<file path="config.mk">
export PLATFORM = sky130hd
export DESIGN_NAME = mem_dma_engine
export DESIGN_NICKNAME = d
export VERILOG_FILES = /design/src/rtl/mem_dma_pkg.sv /design/src/rtl/mem_dma_addr_gen.sv /design/src/rtl/mem_dma_engine.sv
export SDC_FILE = /design/constraint.sdc
export NUM_CORES = 1
export LEC_CHECK = 0
export ABC_AREA = 1
export ABC_CLOCK_PERIOD_IN_PS = 3300
export CAP_MARGIN = 20
export CORE_UTILIZATION = 40
export DETAILED_ROUTE_END_ITERATION = 12
export PLACE_DENSITY = 0.7
export REMOVE_ABC_BUFFERS = 1
export SLEW_MARGIN = 20
export SYNTH_ARGS = -nofsm -noshare
export SYNTH_HDL_FRONTEND = slang
export SYNTH_SLANG_ARGS = --single-unit
</file>
<file path="constraint.sdc">
create_clock -name clk -period 3.3 [get_ports clk]
set_input_delay 0.33 -clock clk [delete_from_list [all_inputs] [get_ports clk]]
set_output_delay 0.33 -clock clk [all_outputs]
set_load 0.01 [all_outputs]
</file>
<file path="src/rtl/mem_dma_pkg.sv">
// Shared definitions for the memory-to-memory DMA engine: FSM encoding,
// word stride and default widths.
package mem_dma_pkg;

  localparam int WORD_BYTES = 4;
  localparam int DEF_DATA_W = 32;
  localparam int DEF_ADDR_W = 16;
  localparam int DEF_CNT_W  = 16;

  typedef enum logic [1:0] {
    ST_IDLE  = 2'd0,
    ST_READ  = 2'd1,
    ST_WRITE = 2'd2,
    ST_DONE  = 2'd3
  } dma_state_t;

  // A byte address is usable as a transfer base only on a word boundary.
  function automatic logic is_word_aligned(input logic [31:0] addr);
    return (addr[1:0] == 2'b00);
  endfunction

endpackage

</file>
<file path="src/rtl/mem_dma_addr_gen.sv">
// Source/destination pointer pair and remaining-word counter.
// load captures the transfer description; step advances both pointers by one
// word and consumes one count. last flags the final word of the block.
module mem_dma_addr_gen
  import mem_dma_pkg::*;
#(
  parameter int CNT_W = DEF_CNT_W
) (
  input  logic             clk,
  input  logic             reset,
  input  logic             load,
  input  logic             step,
  input  logic [31:0]      src_init,
  input  logic [31:0]      dst_init,
  input  logic [CNT_W-1:0] count_init,
  output logic [31:0]      src_ptr,
  output logic [31:0]      dst_ptr,
  output logic [CNT_W-1:0] remaining,
  output logic             last
);

  // Pointers wrap naturally modulo 2^32; the memory aliases the upper bits.
  always_ff @(posedge clk or posedge reset) begin
    if (reset) begin
      src_ptr   <= '0;
      dst_ptr   <= '0;
      remaining <= '0;
    end else if (load) begin
      src_ptr   <= src_init;
      dst_ptr   <= dst_init;
      remaining <= count_init;
    end else if (step) begin
      src_ptr   <= src_ptr + 32'(WORD_BYTES);
      dst_ptr   <= dst_ptr + 32'(WORD_BYTES);
      remaining <= remaining - CNT_W'(1);
    end
  end

  // Final word when exactly one count is left before this step.
  always_comb begin
    last = (remaining == CNT_W'(1));
  end

endmodule

</file>
<file path="src/rtl/mem_dma_engine.sv">
// Block-copy bus initiator for the word-addressed single-port data memory.
// One READ cycle then one WRITE cycle per word, strictly forward.
// Optional feature macro: MEM_DMA_CHECKSUM_EN adds a running sum of copied
// words on the checksum port.
//
// Handshake: start is a level request sampled only in IDLE; the engine
// answers with either a one-cycle error pulse (misaligned, nothing accessed)
// or a one-cycle done pulse after the copy. Inputs are only captured on the
// accepting edge and are not looked at again until the next IDLE.
module mem_dma_engine
  import mem_dma_pkg::*;
#(
  parameter int DATA_W = DEF_DATA_W,
  parameter int ADDR_W = DEF_ADDR_W,
  parameter int CNT_W  = DEF_CNT_W
) (
  input  logic              clk,
  input  logic              reset,
  input  logic              start,
  input  logic [31:0]       src_addr,
  input  logic [31:0]       dst_addr,
  input  logic [CNT_W-1:0]  word_count,
  output logic              busy,
  output logic              done,
  output logic              error,
  output logic [31:0]       mem_address,
  output logic [DATA_W-1:0] mem_wdata,
  input  logic [DATA_W-1:0] mem_rdata,
  output logic              mem_read,
  output logic              mem_write,
  output dma_state_t        dbg_state,
  output logic [ADDR_W-1:0] dbg_word_idx
`ifdef MEM_DMA_CHECKSUM_EN
  ,
  output logic [DATA_W-1:0] checksum
`endif
);

  dma_state_t        state_q;
  dma_state_t        state_d;
  logic              error_q;
  logic              error_d;
  logic              load;
  logic              step;
  logic              accept;
  logic [DATA_W-1:0] data_buf_q;
  logic [31:0]       src_ptr;
  logic [31:0]       dst_ptr;
  logic [CNT_W-1:0]  remaining;
  logic              last;

  mem_dma_addr_gen #(
    .CNT_W (CNT_W)
  ) u_addr_gen (
    .clk        (clk),
    .reset      (reset),
    .load       (load),
    .step       (step),
    .src_init   (src_addr),
    .dst_init   (dst_addr),
    .count_init (word_count),
    .src_ptr    (src_ptr),
    .dst_ptr    (dst_ptr),
    .remaining  (remaining),
    .last       (last)
  );

  // State and error-pulse registers.
  always_ff @(posedge clk or posedge reset) begin
    if (reset) begin
      state_q <= ST_IDLE;
      error_q <= 1'b0;
    end else begin
      state_q <= state_d;
      error_q <= error_d;
    end
  end

  // Next-state logic and pointer-block control.
  always_comb begin
    state_d = state_q;
    error_d = 1'b0;
    load    = 1'b0;
    step    = 1'b0;
    accept  = 1'b0;
    case (state_q)
      ST_IDLE: begin
        if (start) begin
          if (!is_word_aligned(src_addr) || !is_word_aligned(dst_addr)) begin
            error_d = 1'b1;
          end else if (word_count == '0) begin
            accept  = 1'b1;
            state_d = ST_DONE;
          end else begin
            accept  = 1'b1;
            load    = 1'b1;
            state_d = ST_READ;
          end
        end
      end
      ST_READ: begin
        state_d = ST_WRITE;
      end
      ST_WRITE: begin
        step    = 1'b1;
        state_d = last ? ST_DONE : ST_READ;
      end
      ST_DONE: begin
        state_d = ST_IDLE;
      end
      default: begin
        state_d = ST_IDLE;
      end
    endcase
  end

  // Word buffer; memory data is only captured while read is driven.
  always_ff @(posedge clk or posedge reset) begin
    if (reset) begin
      data_buf_q <= '0;
    end else if (state_q == ST_READ) begin
      data_buf_q <= mem_rdata;
    end
  end

`ifdef MEM_DMA_CHECKSUM_EN
  // Running sum of written words; cleared on accepted start, held after done.
  always_ff @(posedge clk or posedge reset) begin
    if (reset) begin
      checksum <= '0;
    end else if (accept) begin
      checksum <= '0;
    end else if (state_q == ST_WRITE) begin
      checksum <= checksum + data_buf_q;
    end
  end
`else
  // No checksum: accept only qualifies the pointer load path.
`endif

  // Memory port and status decode straight from the state register, so an
  // asynchronous reset drops mem_write before the next edge can land a word.
  always_comb begin
    busy        = (state_q == ST_READ) || (state_q == ST_WRITE);
    done        = (state_q == ST_DONE);
    error       = error_q;
    mem_read    = (state_q == ST_READ);
    mem_write   = (state_q == ST_WRITE);
    mem_address = '0;
    mem_wdata   = '0;
    if (state_q == ST_READ) begin
      mem_address = src_ptr;
    end else if (state_q == ST_WRITE) begin
      mem_address = dst_ptr;
      mem_wdata   = data_buf_q;
    end
    dbg_state    = state_q;
    dbg_word_idx = mem_address[ADDR_W+1:2];
  end

endmodule

</file>
=== Yosys cells after proc, flatten, opt, wreduce, memory -nomap -nowiden ===
Cells that the tools add are included.

* Register bits after elaboration: 115
* Input port bits: 115
* Output and inout bits: 87
* Word-level logic and storage cells: 48

* Add/subtract/negate cells: 3
* Equal/unequal tests: 6
* Mux-type cells: 23
* Reductions and logical operators: 10

{| class="wikitable"
|+ Operators by type and width
! kind !! count
|-
| $mux 32 || 8
|-
| $add 32x3->32 const B || 2
|-
| $mux 16 || 2
|-
| $eq 16x1->1 const B || 1
|-
| $logic_not 16->1 || 1
|-
| $sub 16x1->16 const B || 1
|-
| $mux 1 || 8
|-
| $mux 2 || 4
|-
| $pmux 2 s4 || 1
|-
| $logic_not 2->1 || 3
|-
| $eq 2x2->1 const B || 2
|-
| $ne 2x2->1 const B || 2
|-
| $eq 2x1->1 const B || 1
|-
| $logic_not 1->1 || 2
|-
| $logic_or 1x1->1 || 2
|-
| $reduce_and 2->1 || 1
|-
| $reduce_bool 2->1 || 1
|}

=== Logic depth before layout (Yosys ltp) ===
* Word-level depth: 7
* Mapped depth: 12

=== Cells and area by module ===
From an unflattened synthesis, not the netlist that was laid out.

* Cell total of the unflattened synthesis: 1160
* Area total of the unflattened synthesis: 7791.2 um^2

{| class="wikitable"
|+ By module, submodules not included
! module !! times used !! cells each !! area each (um^2) !! sequential area each (um^2)
|-
| mem_dma_addr_gen || 1 || 819 || 5495.3 || 2001.9
|-
| mem_dma_engine || 1 || 341 || 2296.0 || 875.8
|}

=== Least setup slack after synthesis ===
Ideal clock, no wire load.

* Path type: register to output
* Start: register state_q[1] (netlist: dbg_state[1])
* End: output port mem_address[10]
* Data arrival time: 1.751 ns
* Required time: 2.970 ns
* Slack: 1.219 ns
* Cell stages (with the launch flop): 8
* Cells stage by stage: dfrtp_1 > inv_1 > ha_1 > inv_1 > clkbuf_1 > clkbuf_1 > o22ai_1 > buf_4

* Elaborated cells on any way between the ends: 4
* Classes of those cells: eq/ne (2); mux (2)

{| class="wikitable"
|+ RTL lines
! what !! line !! RTL
|-
| start: declaration || mem_dma_engine.sv:39 || <nowiki>dma_state_t state_q;</nowiki>
|-
| start signal: assignment || mem_dma_engine.sv:74 || <nowiki>state_q <= state_d;</nowiki>
|-
| $eq 2x1->1 || n/a ||
|-
| named net mem_read || mem_dma_engine.sv:29 || <nowiki>output logic mem_read,</nowiki>
|-
| $mux 32 || mem_dma_engine.sv:151 || <nowiki>if (state_q == ST_READ) begin</nowiki>
|-
| end: declaration || mem_dma_engine.sv:26 || <nowiki>output logic [31:0] mem_address,</nowiki>
|}

The timed path passes the listed nets, and every way through them passes these cells.

=== Worst setup path after layout ===
* Start: register state_q[1] (netlist: dbg_state[1])
* End: output port dbg_word_idx[4]

* Cells in the longest elaborated chain, start to end: 3
* Elaborated cells on any way between the ends: 4
* Classes of those cells: eq/ne (2); mux (2)

{| class="wikitable"
|+ RTL lines
! what !! line !! RTL
|-
| $eq 2x2->1 || mem_dma_engine.sv:153 || <nowiki>end else if (state_q == ST_WRITE) begin</nowiki>
|-
| $mux 32 || mem_dma_engine.sv:153 ||
|-
| $mux 32 * || mem_dma_engine.sv:151 ||
|-
| end: declaration || mem_dma_engine.sv:32 || <nowiki>output logic [ADDR_W-1:0] dbg_word_idx</nowiki>
|}

Mark *: on every way between the ends. The rest lies on a longest branch, timed or not.

==> flow_summary.ini <==
[placement]
place_area_mm2 = 0.0102
pre_cts_slack_ps = 458
dp.cells = 1699
io_buffers = 201
place.gp.congestion = 0.932
dp_hpwl_um = 19000

[die]
io_pins = 202
chipWidth_um = 145
core_area_mm2 = 0.0197
rows = 51
dieHeight_um = 145
initial_core_util_pct = 41.3
die-area_mm2 = 0.0210

[global_routing]
grt-ovfl-total = 0
grt_max_degree = 99
grt_first_pass_wirelength_um = 40000
grt_pass1_vias = 7765
antenna_found_initial = 2
grt_usage_pct = 25.0

[clock_network]
cts_root_buf = clkbuf_16
post_cts_buffers = 0
clock_sinks = 115
clk_pin_slew_worst_paths_ps = 60
clock_tree.htree_level_count = 4
worstSkewPairLatency_ps = 420
postCtsResizedCells = 0
cts_tree = yes
numCtsBuffers = 17
postCtsHoldBufs = 0
cts_max_path_buffers = 2

[timing]
rsz0062_at_grt = yes
hold_ws_ps = 325
worst_slew_pin_slew_ps = 885
clock_skew_ps = 9.74
setup-violations-final = 0
finalHoldViolations = 0
fin_ws_ps = 68.7
max_freq_mhz = 309
maxSlewHeadroom_pct = 40.9
min_period_ps = 3230
setup_tns_ps = 0
fin_crit_sh_pct = 97.9
slew_viol_final = 0

[yosys]
ys_warn_count = 0
synth-seq-area-share_pct = 35.3
synthCells = 1289
synthDistinctLibCells = 30
syn_area_mm2 = 0.00815
syn_area_per_cell_um2 = 6.32
ys_seq_elements = 115

[worst_hold_path]
min_path_type = primary input to async pin

[power_and_ir_drop]
p_total_mw = 3.60
p_leak_nw = 5.36
powerDensity_mw_per_mm2 = 333
max-vdd-ir-drop_v = 0.000348

[route]
antenna_left = 0
drtPass1Iterations = 5
wl_per_cell_um = 14.8
remaining_drc_errors = 0
drt_wl_total_um = 25600
drt_iter0_drc = 611
vias = 8561
vias_per_cell = 4.94

[cells_and_area]
nNetsFinal = 1576
post-route-util_pct = 54.8
multi_input_area_mm2 = 0.00416
fillers = 1944
final_area_mm2 = 0.0108
drive_above_1_share_pct = 4.51
seq_area_mm2 = 0.00288
area_growth_syn_to_layout_pct = 32.6
finalNonFillerCells = 1732

[worst_setup_path]
crit_type = register to primary output
crit_required_ps = 2970
crit_arrival_ps = 2900
critPathLaunchType = register
worst_setup_path_end_kind = primary output
critPathMaxFanout = 39

[status]
status = complete, no violations

[flow_run]
drv_cap = 0
[cell families (layout without fill, tap and decap cells)]
family / Yosys count / in the layout / synth area share (%)
and+or+nand+nor: 803 / 803 / 41.2
buffers and inverters: 252 / 428 / 13.8
DFF: 115 / 115 / 35.3
AOI/OAI and AO/OA: 85 / 85 / 5.71
xor gates and xnor gates: 26 / 26 / 2.79
adders and majority gates: 8 / 8 / 1.23
other: 0 / 2 / 0
[cell usage in the layout, fill, tap and decap left out, types with 6 or more instances in the layout]
cell type        netlist  layout
nand2_1              404     403
nor2_1               179     179
ha_1                   8       7
dfrtp_1              115     115
buf_4                 25      10
clkbuf_16              0      17
nand3_1              187     187
o21ai_0               51      51
o22ai_1               20      20
nand4_1                7       7
inv_1                178     176
inv_2                  5       6
clkdlybuf4s50_1        0     201
xor2_1                23      23
o21ai_1                7       7
[flip-flops by register name, indices dropped and copies added, names as in the netlist]
signal	flops
data_buf_q	32
u_addr_gen.dst_ptr	32
u_addr_gen.src_ptr	32
u_addr_gen.remaining	16
dbg_state	2
error	1
[where the power goes]
| group | internal, mW | switching (mW) |
|---|---|---|
| logic | 0.169 | 0.0969 |
| registers | 1.43 | 0.00527 |
| clock network | 1.20 | 0.690 |
| total | 2.80 | 0.792 |
[per-layer routing]
layer	vias up	GRT usage (%)	wire [µm]
li1	4313	-	-
met1	3910	33.1	11200
met2	297	40.8	12100
met3	41	4.57	1560
met4	0	8.75	663
met5	-	0	0
[cell usage after synthesis, drive strengths merged]
cell type	instances	area, µm²
a21oi	6	41.3
nand2	409	1560
buf	48	358
o22ai	20	125
nand4	7	43.8
xor2	23	201
nor4	1	6.26
inv	183	687
nand3b	5	37.5
o21ai	59	299
nor2	186	731
nor3	3	15.0
nand3	187	936
ha	8	100
dfrtp	115	2880
clkbuf	21	78.8
and2	1	6.26
or2	4	25.0
xnor2	3	26.3
[path summary, 6_finish.rpt]
path / from / cells after the start / slack (ps) / endpoint
worst max-delay path: dbg_state[1] / 7 / 70 / dbg_word_idx[4]
worst min-delay path: reset / 2 / 330 / data_buf_q[29]
worst max register to register: dbg_state[0] / 9 / 900 / u_addr_gen.dst_ptr[18]
worst min register to register: u_addr_gen.src_ptr[0] / 2 / 500 / u_addr_gen.src_ptr[0]
max in group asynchronous: reset / 3 / 2250 / u_addr_gen.dst_ptr[6]
min in group clk: src_addr[22] / 3 / 450 / u_addr_gen.src_ptr[22]
[critical path, stage by stage (launching register included)]
cell and delay [ps]:
dfrtp_1 430, inv_1 90, ha_2 280, inv_1 120
nand2_2 270, buf_12 290, o21ai_0 370, clkdlybuf4s50_1 630
[layout make-up]
cell class	instances	share of cell area, %
multi-input combinational	922	38.5
sequential	115	26.6
timing repair buffer	214	19.9
inverter	183	6.38
clock buffer	19	4.10
tap	265	3.07
clock inverter	12	1.46
antenna	2	0.0463
Power figures use the tool's default switching activity.
